**config.mk**
```make
export PLATFORM = sky130hd
export DESIGN_NAME = morse_timing_ctrl
export DESIGN_NICKNAME = d
export VERILOG_FILES = /design/src/rtl/morse_timing_ctrl.sv
export SDC_FILE = /design/constraint.sdc
export NUM_CORES = 1
export LEC_CHECK = 0
export CORE_ASPECT_RATIO = 1.5
export CORE_MARGIN = 4
export CORE_UTILIZATION = 40
export DETAILED_ROUTE_END_ITERATION = 7
export DONT_BUFFER_PORTS = 1
export GPL_TIMING_DRIVEN = 0
export PLACE_DENSITY = 0.55
export SYNTH_ARGS = -nofsm -noshare
export SYNTH_HDL_FRONTEND = slang
export SYNTH_SLANG_ARGS = --single-unit
```
**constraint.sdc**
```tcl
create_clock -name clk -period 5.9 [get_ports clk]
set_clock_uncertainty 0.1 [all_clocks]
set_input_delay 1.18 -clock clk [delete_from_list [all_inputs] [get_ports clk]]
set_output_delay 1.18 -clock clk [all_outputs]
set_load 0.02 [all_outputs]
```
**src/rtl/morse_timing_ctrl.sv**
```systemverilog
// morse_timing_ctrl: turns key press/idle durations into Morse character, word-gap and error records
module morse_timing_ctrl #(
  parameter int DASH_TICK_COUNT           = 30_000_000,
  parameter int ILLEGAL_SYMBOL_TICK_COUNT = 100_000_000,
  parameter int INTER_IDLE_TICK_COUNT     = 175_000_000,
  parameter int WORD_IDLE_TICK_COUNT      = 250_000_000,
  parameter int CNT_W                     = 28
) (
  input  logic       clk,
  input  logic       rst_n,
  input  logic       btn_i,
  output logic       sym_valid_o,
  input  logic       sym_ready_i,
  output logic [2:0] sym_len_o,
  output logic [4:0] sym_bits_o,
  output logic       sym_space_o,
  output logic       sym_err_o,
  output logic       ovf_o
);
  typedef enum logic [2:0] {IDLE, PRESS, GAP, WGAP, ERRW} state_t;
  localparam logic [CNT_W:0] L_DASH  = (CNT_W+1)'(DASH_TICK_COUNT);
  localparam logic [CNT_W:0] L_ILL   = (CNT_W+1)'(ILLEGAL_SYMBOL_TICK_COUNT);
  localparam logic [CNT_W:0] L_INTER = (CNT_W+1)'(INTER_IDLE_TICK_COUNT);
  localparam logic [CNT_W:0] L_WORD  = (CNT_W+1)'(WORD_IDLE_TICK_COUNT);
  localparam logic [CNT_W-1:0] L_ONE = CNT_W'(1);
  state_t           r_state, w_state_nx;
  logic [CNT_W-1:0] r_cnt, w_cnt_nx, w_cnt_inc;
  logic [CNT_W:0]   w_cnt_p1;
  logic [2:0]       r_len, w_len_nx, w_rec_len;
  logic [4:0]       r_bits, w_bits_nx, w_rec_bits;
  logic             w_emit, w_rec_space, w_rec_err, w_dash;
  logic             w_hit_ill, w_hit_inter, w_hit_word;
  logic             r_valid, r_space, r_err, r_ovf;
  logic [2:0]       r_sym_len;
  logic [4:0]       r_sym_bits;
  // one extra bit on the increment lets the counter saturate instead of wrapping
  assign w_cnt_p1    = {1'b0, r_cnt} + {{CNT_W{1'b0}}, 1'b1};
  assign w_cnt_inc   = w_cnt_p1[CNT_W] ? r_cnt : w_cnt_p1[CNT_W-1:0];
  assign w_hit_ill   = w_cnt_p1 == L_ILL;
  assign w_hit_inter = w_cnt_p1 == L_INTER;
  assign w_hit_word  = w_cnt_p1 == L_WORD;
  assign w_dash      = {1'b0, r_cnt} >= L_DASH;
  always_ff @(posedge clk or negedge rst_n) begin
    if (!rst_n) begin
      r_state <= IDLE;
      r_cnt   <= '0;
      r_len   <= '0;
      r_bits  <= '0;
    end else begin
      r_state <= w_state_nx;
      r_cnt   <= w_cnt_nx;
      r_len   <= w_len_nx;
      r_bits  <= w_bits_nx;
    end
  end
  always_comb begin
    w_state_nx = r_state;
    case (r_state)
      IDLE:    w_state_nx = btn_i ? PRESS : IDLE;
      PRESS:   w_state_nx = btn_i ? (w_hit_ill ? ERRW : PRESS) : (r_len == 3'd5 ? WGAP : GAP);
      GAP:     w_state_nx = btn_i ? PRESS : (w_hit_inter ? WGAP : GAP);
      WGAP:    w_state_nx = btn_i ? PRESS : (w_hit_word ? IDLE : WGAP);
      ERRW:    w_state_nx = btn_i ? ERRW : WGAP;
      default: w_state_nx = IDLE;
    endcase
  end
  always_comb begin
    w_cnt_nx    = r_cnt;
    w_len_nx    = r_len;
    w_bits_nx   = r_bits;
    w_emit      = 1'b0;
    w_rec_len   = '0;
    w_rec_bits  = '0;
    w_rec_space = 1'b0;
    w_rec_err   = 1'b0;
    case (r_state)
      IDLE: if (btn_i) w_cnt_nx = L_ONE;
      PRESS: begin
        if (btn_i) begin
          w_cnt_nx = w_cnt_inc;
          if (w_hit_ill) begin
            w_len_nx  = '0;
            w_bits_nx = '0;
          end
        end else begin
          w_cnt_nx = L_ONE;
          if (r_len == 3'd5) begin
            w_emit    = 1'b1;
            w_rec_err = 1'b1;
            w_len_nx  = '0;
            w_bits_nx = '0;
          end else begin
            w_bits_nx = r_bits | (5'(w_dash) << r_len);
            w_len_nx  = r_len + 3'd1;
          end
        end
      end
      GAP: begin
        w_cnt_nx = btn_i ? L_ONE : w_cnt_inc;
        if (!btn_i && w_hit_inter) begin
          w_emit     = 1'b1;
          w_rec_len  = r_len;
          w_rec_bits = r_bits;
          w_len_nx   = '0;
          w_bits_nx  = '0;
        end
      end
      WGAP: begin
        w_cnt_nx    = btn_i ? L_ONE : (w_hit_word ? r_cnt : w_cnt_inc);
        w_emit      = !btn_i && w_hit_word;
        w_rec_space = w_emit;
      end
      ERRW: begin
        w_cnt_nx  = btn_i ? r_cnt : L_ONE;
        w_emit    = !btn_i;
        w_rec_err = !btn_i;
      end
      default: ;
    endcase
  end
  // single holding register; a record arriving while one is stuck is lost and flagged
  always_ff @(posedge clk or negedge rst_n) begin
    if (!rst_n) begin
      r_valid    <= 1'b0;
      r_sym_len  <= '0;
      r_sym_bits <= '0;
      r_space    <= 1'b0;
      r_err      <= 1'b0;
      r_ovf      <= 1'b0;
    end else begin
      if (w_emit && (!r_valid || sym_ready_i)) begin
        r_valid    <= 1'b1;
        r_sym_len  <= w_rec_len;
        r_sym_bits <= w_rec_bits;
        r_space    <= w_rec_space;
        r_err      <= w_rec_err;
      end else if (r_valid && sym_ready_i) begin
        r_valid <= 1'b0;
      end
      if (w_emit && r_valid && !sym_ready_i) r_ovf <= 1'b1;
    end
  end
  assign sym_valid_o = r_valid;
  assign sym_len_o   = r_sym_len;
  assign sym_bits_o  = r_sym_bits;
  assign sym_space_o = r_space;
  assign sym_err_o   = r_err;
  assign ovf_o       = r_ovf;
endmodule
```
==> flow_summary.ini <==
[status]
outcome = complete, no violations

[global_routing]
overflow = 0
grt_util_all_layers_pct = 20.7
first_pass_grt_wire_length_mm = 17.6
grt_max_degree = 52
antenna_found_initial = 0
number_of_global_route_vias_before_repair = 3312

[final_layout]
num-fill-cells = 896
n_antenna_cell = 0
stdcell_count = 550
multiInputGateArea_mm2 = 0.00215
layout_common_cells = 51 x sky130_fd_sc_hd__dfrtp_1, 32 x sky130_fd_sc_hd__nand2_1, 26 x sky130_fd_sc_hd__clkbuf_1, 25 x sky130_fd_sc_hd__a21oi_1, 22 x sky130_fd_sc_hd__nand3_1
final_common_cell = sky130_fd_sc_hd__dfrtp_1
fraction_of_layout_instances_using_a_drive_strength_above_1_pct = 5.23
area_growth_syn_to_fin_pct = 8.24
design_area_mm2 = 0.00395
fin_nets = 447
layout.area.seq_mm2 = 0.00128

[logic_synthesis]
syn_inst = 433
synth_xor_xnor_area_share_pct = 2.88
netlist-cell-type-count = 61
synth_fa_ha_area_share_pct = 1.03
synth_top_family_by_area = simple AND/OR/NAND/NOR gates
netlist_top_cells_area = sky130_fd_sc_hd__dfrtp_1 35%, sky130_fd_sc_hd__mux2i_1 4.4%, sky130_fd_sc_hd__or4_1 3.7%
synth_edf_count = 0
muxShareOfSynthArea_pct = 4.39
synth_top_area_share_pct = 35.0
async_reset_ff_share_pct = 100
synth-compound-area-share_pct = 18.6
syn_area_mm2 = 0.00365
synth.yosys.seq_area_share_pct = 35.0
synth-main-ff-cell = sky130_fd_sc_hd__dfrtp_1
syn_warnings = 0
synth_top_cell_by_area = sky130_fd_sc_hd__dfrtp_1
synthesized_flop_and_latch_total = 51
postSynthNetCount = 440
yosys.area_share.simple_pct = 32.2
post_synth.cell_area_avg_um2 = 8.42

[placement]
detailed_place_hpwl_mm = 8.12
placed_cell_area_mm2 = 0.00378
numPortBuffers = 0
dpl.cell_count = 543
gp_congestion = 0.886

[sta]
maximum_frequency_from_static_timing_analysis_mhz = 232
maxSlewHeadroom_pct = 47.5
worst_pin_slew_ns = 0.781
fin_tns_setup_ns = 0
final_period_minus_worst_setup_slack_ns = 4.31
slew_viol_final = 0
setup_viol = 0
rsz0062_at_grt = false
fin_hold_ws_ns = 0.400
period_share_pct = 73.0
hold_viol_final = 0

[critical_path]
worst-endpoint-required_ns = 5.95
crit-reg2reg-launch = r_cnt[1]
worstSetupPathType = reg -> reg
setup.worst_path.end_class = flop
cp-start-kind = flop
ff2ff_setup_slack_ns = 1.59
crit-reg2reg-capture = sym_err_o
r2r.worst_path.cells = 10
critical_path.max_fanout = 9
worst-endpoint-arrival_ns = 4.36

[routing]
routed-via-count = 3471
drtAntennaViolNets = 0
post_drt_via_cell_ratio = 6.31
firstDrtPassIters = 4
wl_mm = 10.9
avgRoutedWirePerCell_um = 19.9
detail_route.iter0.violations = 159
drc = 0

[clock_network]
path_clk_slew_ns = 0.07
cts_hold_repair.buffers = 0
clkSinkCount = 51
cts_tree = yes
clk_latency_ns = 0.29
cts-resized-gates = 0
clockRootBuffer = sky130_fd_sc_hd__clkbuf_16
clockBufferDepth = 2
cts_buffers = 5
post-cts-setup-buffer-count = 0
ctsHtreeMaxLevel = 2

[min_path]
hold_class = reg -> reg
worst_hold_startpoint = r_bits[2]
min_to = sym_bits_o[2]
hold_path_depth = 1

[power]
internal_power_of_the_cells_w = 0.000643
power.combinational.fraction_pct = 14.6
clock_network_power_share_pct = 35.5
vdd_drop_max_mv = 0.151
power_frac_seq_pct = 49.8
power.leakage_nw = 1.59
power_w = 0.000946
power.density_cell_area_mw_per_mm2 = 240
power.switching_w = 0.000303
p_sw_share_pct = 32.0

[flow_run]
max-cap-violations = 0

[die]
fp.dieArea_mm2 = 0.0107
row_count = 42
floorplan.initialDensity_pct = 41.1
dieHeight_um = 125
fp.coreArea_mm2 = 0.00888
top_ports = 16
fp.dieW_um = 86.0
-- metrics by stage --
stage	util (%)	worst slack, ns
3_5_place_dp	42.6	1.66
3_3_place_gp	42.6	1.62
2_1_floorplan	-	2.69
4_1_cts	44.4	1.62
6_report	44.4	1.59
5_1_grt	44.4	1.24
-- power by group through the flow --
stage | Combinational (W) | Clock [W] | Sequential (W)
2_1_floorplan | 0.000106 | 0 | 0.000468
3_3_place_gp | 0.000134 | 0 | 0.000478
3_5_place_dp | 0.000138 | 0 | 0.000480
4_1_cts | 0.000139 | 0.000343 | 0.000473
5_1_grt | 0.000158 | 0.000354 | 0.000478
6_report | 0.000138 | 0.000336 | 0.000471
-- sequential cells by signal, indices dropped and copies added (netlist names) --
signal and cells:
sym_valid_o 1, ovf_o 1, sym_len_o 3, sym_bits_o 5, sym_space_o 1, r_len 3
r_bits 5, r_cnt 28, sym_err_o 1, r_state 3
-- area by class of cell --
| type | instances | share of cell area [%] |
|---|---|---|
| plain buffers | 32 | 3.42 |
| clock buffers | 5 | 3.17 |
| clock inverters | 2 | 0.951 |
| inverters | 22 | 2.09 |
| multi-input cells | 328 | 54.5 |
| flip-flops and latches | 51 | 32.3 |
| well taps | 110 | 3.49 |
-- worst max path at each step --
stage / from / to / slack [ns] / cells after the start
6_report: r_cnt[1] / sym_err_o / 1.59 / 10
4_1_cts: r_cnt[1] / sym_err_o / 1.62 / 10
3_3_place_gp: r_cnt[0] / sym_err_o / 1.62 / 10
3_5_place_dp: r_cnt[0] / sym_err_o / 1.66 / 10
2_1_floorplan: r_cnt[0] / sym_err_o / 2.69 / 10
5_1_grt: r_cnt[1] / sym_err_o / 1.24 / 10
-- routing by layer --
metal	GRT usage (%)	part of all wire [%]
met1	23.6	39
met2	36.8	53
met3	2.37	2.8
met4	11.3	5.0
met5	0	0
-- synthesized netlist by cell type, drive strengths merged (2+ instances only) --
master,instances
nor2,19
o2bb2ai,8
a21oi,25
nand2b,14
or3,8
nand3,22
o31ai,14
and4,9
nor3b,4
o2111a,2
o211a,2
nand2,32
o22ai,2
inv,21
o21a,2
a31oi,9
and3,8
a211oi,7
a21boi,2
o211ai,2
nand4,14
or2,3
xor2,6
a21o,3
o21ai,13
and2,5
nor2b,8
buf,6
clkbuf,26
or4,19
dfrtp,51
nor3,19
nand4b,2
mux2i,16
ha,3
xnor2,6
nor4,9
-- critical path, cell delays in order, from the launching register on --
cell,delay [ns]
sky130_fd_sc_hd__dfrtp_1,0.48
sky130_fd_sc_hd__ha_1,0.32
sky130_fd_sc_hd__nand3_1,0.32
sky130_fd_sc_hd__or4_1,0.60
sky130_fd_sc_hd__clkbuf_1,0.20
sky130_fd_sc_hd__nor2_1,0.16
sky130_fd_sc_hd__xnor2_1,0.14
sky130_fd_sc_hd__nor3_1,0.64
sky130_fd_sc_hd__nand4_1,0.45
sky130_fd_sc_hd__a31oi_2,0.59
sky130_fd_sc_hd__o22ai_1,0.17
-- logic make-up (layout without fill, tap and decap cells) --
group,Yosys count,count (layout)
and+or+nand+nor,198,198
AOI/OAI and AO/OA,99,99
DFF,51,51
adders and majority gates,3,3
muxes,16,16
buffers and inverters,54,61
xor gates and xnor gates,12,12
Note: power is estimated with default switching activity, not from simulation.
